[config.mk]
export PLATFORM = sky130hd
export DESIGN_NAME = seq_product_accumulator
export DESIGN_NICKNAME = d
export VERILOG_FILES = /design/src/rtl/seq_product_accumulator.sv
export SDC_FILE = /design/constraint.sdc
export NUM_CORES = 1
export LEC_CHECK = 0
export CORE_AREA = 2 2 151 138
export CTS_CLUSTER_DIAMETER = 100
export DETAILED_ROUTE_END_ITERATION = 8
export DIE_AREA = 0 0 153 140
export GPL_ROUTABILITY_DRIVEN = 0
export PLACE_DENSITY = 0.7
export RECOVER_POWER = 25
export SETUP_SLACK_MARGIN = 0.4
export SLEW_MARGIN = 25
export SYNTH_ARGS = -nofsm -noshare
export SYNTH_HDL_FRONTEND = slang
export SYNTH_SLANG_ARGS = --single-unit
[constraint.sdc]
create_clock -name clk -period 8.9 [get_ports clk]
set_input_delay 1.335 -clock clk [delete_from_list [all_inputs] [get_ports clk]]
set_output_delay 1.335 -clock clk [all_outputs]
set_load 0.1 [all_outputs]
[src/rtl/seq_product_accumulator.sv]
// seq_product_accumulator
//   Sums a programmed number of signed PROD_W-bit products, delivered over a
//   valid/ready handshake, into a signed ACC_W-bit accumulator. The final sum
//   is returned over a valid/ready result port. This block is the MAC tail
//   that follows the 32x32 signed sequential multiplier.
//
//   Build option: define ACC_SATURATE_EN to clamp the accumulator on signed
//   overflow. When it is undefined, the accumulator wraps modulo 2**ACC_W.
//   The sticky overflow flag is raised in both builds.
//
// Ports
//   clk         rising-edge clock
//   reset       synchronous, active-high reset
//   start       begin a job (only sampled in IDLE)
//   len         number of products in the job, sampled with start (0 = empty job)
//   prod_valid  prod carries a valid product
//   prod        signed product
//   prod_ready  block accepts prod this cycle (ACCUM only)
//   acc_valid   acc holds the final sum (DONE)
//   acc_ready   consumer takes acc
//   acc         signed accumulated result; held in IDLE until the next start
//   busy        state is not IDLE
//   overflow    sticky signed overflow for the current job
module seq_product_accumulator #(
    parameter int PROD_W = 64,
    parameter int ACC_W  = 72,   // must exceed PROD_W
    parameter int LEN_W  = 8
) (
    input  logic              clk,
    input  logic              reset,
    input  logic              start,
    input  logic [LEN_W-1:0]  len,
    input  logic              prod_valid,
    input  logic [PROD_W-1:0] prod,
    output logic              prod_ready,
    output logic              acc_valid,
    input  logic              acc_ready,
    output logic [ACC_W-1:0]  acc,
    output logic              busy,
    output logic              overflow
);

    typedef enum logic [1:0] {IDLE, ACCUM, DONE} state_t;

    state_t            state, state_nxt;
    logic [LEN_W-1:0]  len_q;
    logic [LEN_W-1:0]  count;
    logic [ACC_W-1:0]  addend;
    logic [ACC_W-1:0]  sum;
    logic              add_ovf;
    logic              xfer;
    logic              last;

    assign addend  = {{(ACC_W-PROD_W){prod[PROD_W-1]}}, prod};
    assign sum     = acc + addend;
    // Overflow: the addends share a sign and the sum's sign differs from it.
    assign add_ovf = (acc[ACC_W-1] == addend[ACC_W-1]) && (sum[ACC_W-1] != acc[ACC_W-1]);
    assign xfer    = prod_valid && prod_ready;
    assign last    = (count == (len_q - 1'b1));

    always_comb begin
        state_nxt  = state;
        prod_ready = 1'b0;
        acc_valid  = 1'b0;
        busy       = (state != IDLE);
        case (state)
            IDLE: begin
                if (start) state_nxt = (len != '0) ? ACCUM : DONE;
            end
            ACCUM: begin
                prod_ready = 1'b1;
                if (xfer && last) state_nxt = DONE;
            end
            DONE: begin
                acc_valid = 1'b1;
                // start is not looked at here; a new job can begin only once back in IDLE
                if (acc_ready) state_nxt = IDLE;
            end
            default: state_nxt = IDLE;
        endcase
    end

    always_ff @(posedge clk) begin
        if (reset) begin
            state    <= IDLE;
            acc      <= '0;
            overflow <= 1'b0;
            count    <= '0;
            len_q    <= '0;
        end else begin
            state <= state_nxt;
            case (state)
                IDLE: begin
                    if (start) begin
                        acc      <= '0;
                        overflow <= 1'b0;
                        count    <= '0;
                        len_q    <= len;
                    end
                end
                ACCUM: begin
                    if (xfer) begin
                        count <= count + 1'b1;
                        if (add_ovf) begin
                            overflow <= 1'b1;
`ifdef ACC_SATURATE_EN
                            // Clamp toward the common sign of the addends.
                            acc <= addend[ACC_W-1] ? {1'b1, {(ACC_W-1){1'b0}}}
                                                   : {1'b0, {(ACC_W-1){1'b1}}};
`else
                            acc <= sum;
`endif
                        end else begin
                            acc <= sum;
                        end
                    end
                end
                default: ;
            endcase
        end
    end

endmodule

==> metrics.cfg <==
[outcome]
violations = max-capacitance violations, max-slew violations
status = complete, but fails checks

[global_routing]
grt_overflow = 0
antenna_found_initial = 0
grt.total_usage_pct = 21.4
grt_pass1_wl_mm = 37.7
grt_max_degree = 55
grt_pass1_vias = 7450

[logic_synthesis]
avgSynthCellArea_um2 = 7.67
syn_nets = 1169
yosysSeqAreaShare_pct = 23.3
ys_warn_count = 0
synth_seq_cells = 91
synth_flop_cell = dfxtp_1
syn_inst = 1018
async_flop_share_pct = 0
syn_area_um2 = 7810
ys_types = 81
synth_edf_count = 0

[floorplan]
die_w_um = 153
coreArea_um2 = 19800
die_h_um = 140
rows = 49
start_util_pct = 39.4
ios = 153
dieArea_um2 = 21400

[setup_path]
worstSetupPathType = input port to flip-flop
arrival_ns = 5.15
slowest_stage = clkbuf_1
crit_buf_inv = 3
critical-path-top-delay-family = buffers and inverters
worst-endpoint-required_ns = 9.19
crit_path_max_fanout = 35
cp-end-kind = flip-flop
crit_chain = dlygate4sd3_1 -> and2_0 -> clkbuf_1 -> nand2b_1 -> buf_4 -> or4_1 -> o211ai_1
start_kind = input port
cpPeakStageDelay_ns = 1.31

[final_layout]
nets = 1293
area_delta_synth_final_pct = 25.4
final_cell_mix = clkdlybuf4s50_1, nand2_1, a21oi_1
drive_gt1_share_pct = 4.45
final_common_cell = clkdlybuf4s50_1
n_antenna_cell = 0
final_core_util_pct = 49.4

[placement]
io_buffers = 152
hpwl_mm = 17.9

[route]
drc_errors = 0
via_per_inst = 5.76
drt_iter0_markers = 519
avgRoutedWirePerCell_um = 16.6
drt-total-wl_mm = 23.3
vias = 8069
ant_nets = 0
first_pass_iters = 5

[cts]
cts.sinks = 91
cts_resized = 0
clkTransAtPathRegs_ns = 0.07
cts_root_buf = clkbuf_16
ctsHtreeMaxLevel = 3
cts_hold_buf = 0
post_cts_buffers = 0
cts_tree = yes
cts_made_buffers = 9
cts_buffer_depth = 2
clkLatencyLatePin_ns = 0.36

[timing]
slew_viol_final = 36
timing.final.hold_violations = 0
fin_tns_setup_ns = 0
tightestPinTransition_ns = 1.85
skew_ns = 0.00874
rsz0062_at_grt = false
max_freq_ghz = 0.205
post-route-period-util_pct = 54.7
relSlewSlack_pct = -23.1
period_needed_ns = 4.87
finalSetupViolCount = 0

[flow_run]
max_cap_violations = 1

[worst_hold_path]
min_path_type = flip-flop to flip-flop

[power]
total_leakage_power_nw = 3.93
ir_drop_uv = 79.8
p_total_mw = 1.39
power_density_nw_per_um2 = 141

-- synth_stat cells (all sizes together), types with 3 or more instances --
| master | count | area (µm²) |
|---|---|---|
| nand2 | 117 | 439 |
| a21oi | 110 | 554 |
| dfxtp | 91 | 1820 |
| o21ai | 88 | 448 |
| nor2 | 85 | 322 |
| ha | 73 | 913 |
| xnor2 | 45 | 394 |
| xor2 | 32 | 280 |
| clkbuf | 30 | 113 |
| a22oi | 29 | 218 |
| a21o | 24 | 180 |
| inv | 23 | 86.3 |
| nand4 | 23 | 156 |
| nand3 | 20 | 100 |
| a31oi | 15 | 124 |
| nor2b | 15 | 93.8 |
| and3 | 14 | 87.6 |
| buf | 14 | 91.3 |
| o21bai | 13 | 97.6 |
| a211oi | 12 | 100 |
| or3 | 12 | 75.1 |
| and2 | 11 | 70.1 |
| nor3 | 11 | 55.1 |
| o21a | 11 | 82.6 |
| nand2b | 8 | 50.1 |
| nor4 | 8 | 56.3 |
| o31ai | 8 | 65.1 |
| a311oi | 5 | 50.0 |
| a32o | 5 | 50.1 |
| o211ai | 5 | 51.3 |
| or4 | 5 | 45.0 |
| a2111oi | 4 | 67.6 |
| a211o | 4 | 35.0 |
| a21boi | 4 | 33.8 |
| a32oi | 4 | 35.0 |
| a41oi | 4 | 42.6 |
| nor3b | 4 | 30.0 |
| nand3b | 3 | 22.5 |
| o31a | 3 | 27.5 |
| or2 | 3 | 18.8 |
-- cell type report --
type | count | area (µm²)
multi-input combinational | 860 | 5700
clock inverter | 7 | 91.3
timing repair buffer | 157 | 1550
sequential | 91 | 1820
clock buffer | 9 | 225
inverter | 23 | 86.3
tap | 255 | 319
fill | 1944 | 10000
-- per-layer routing --
layer / wire length, µm / vias up / track usage (%) / share of wire, %
li1: - / 4005 / - / -
met1: 11200 / 3768 / 30.0 / 48
met2: 10400 / 260 / 33.9 / 45
met3: 1230 / 36 / 3.47 / 5.3
met4: 473 / 0 / 5.99 / 2.0
met5: 0 / - / 0 / 0
-- tightest hold or removal path, cell delays in order, from the launching register on --
cell	delay (ns)
dfxtp_1	0.32
nand2_1	0.05
o21ai_1	0.05
-- flip-flops by register name, summed over array words and instances, names as in the netlist --
signal / flops
len_q: 8
count: 8
overflow: 1
acc: 72
state: 2
-- metrics by stage --
step           cell area, µm²  cells  worst slack [ns]  hold WS [ns]
6_report                 9790   1402              4.03         0.466
3_5_place_dp             9480   1386              4.07         0.459
3_3_place_gp             9480   1386              4.18         0.455
2_1_floorplan            7810   1018              4.91         0.449
5_1_grt                  9790   1402              3.59         0.494
4_1_cts                  9800   1402              4.45         0.469
-- kinds of logic after synthesis --
group                    synth area share (%)
AND/OR/NAND/NOR                          21.7
AO/OA/AOI/OAI                            30.4
adder cells (fa/ha/maj)                  12.0
XOR/XNOR                                 8.64
multiplexers                            0.256
buffers and inverters                    3.72
flip-flops                               23.3
-- where the power goes --
part | switching, mW | internal [mW] | total (mW)
clock | 0.178 | 0.246 | 0.423
combinational | 0.342 | 0.171 | 0.514
sequential | 0.0203 | 0.428 | 0.448
-- worst paths after layout --
kind | startpoint | end | slack (ns) | depth (start not counted)
setup / recovery | prod_valid | acc[70] | 4.03 | 7
hold / removal | acc[58] | acc[58] | 0.47 | 2
setup reg to reg | state[0] | acc[70] | 4.77 | 7
hold reg to reg | acc[58] | acc[58] | 0.47 | 2
(Power assumes the default switching activity.)
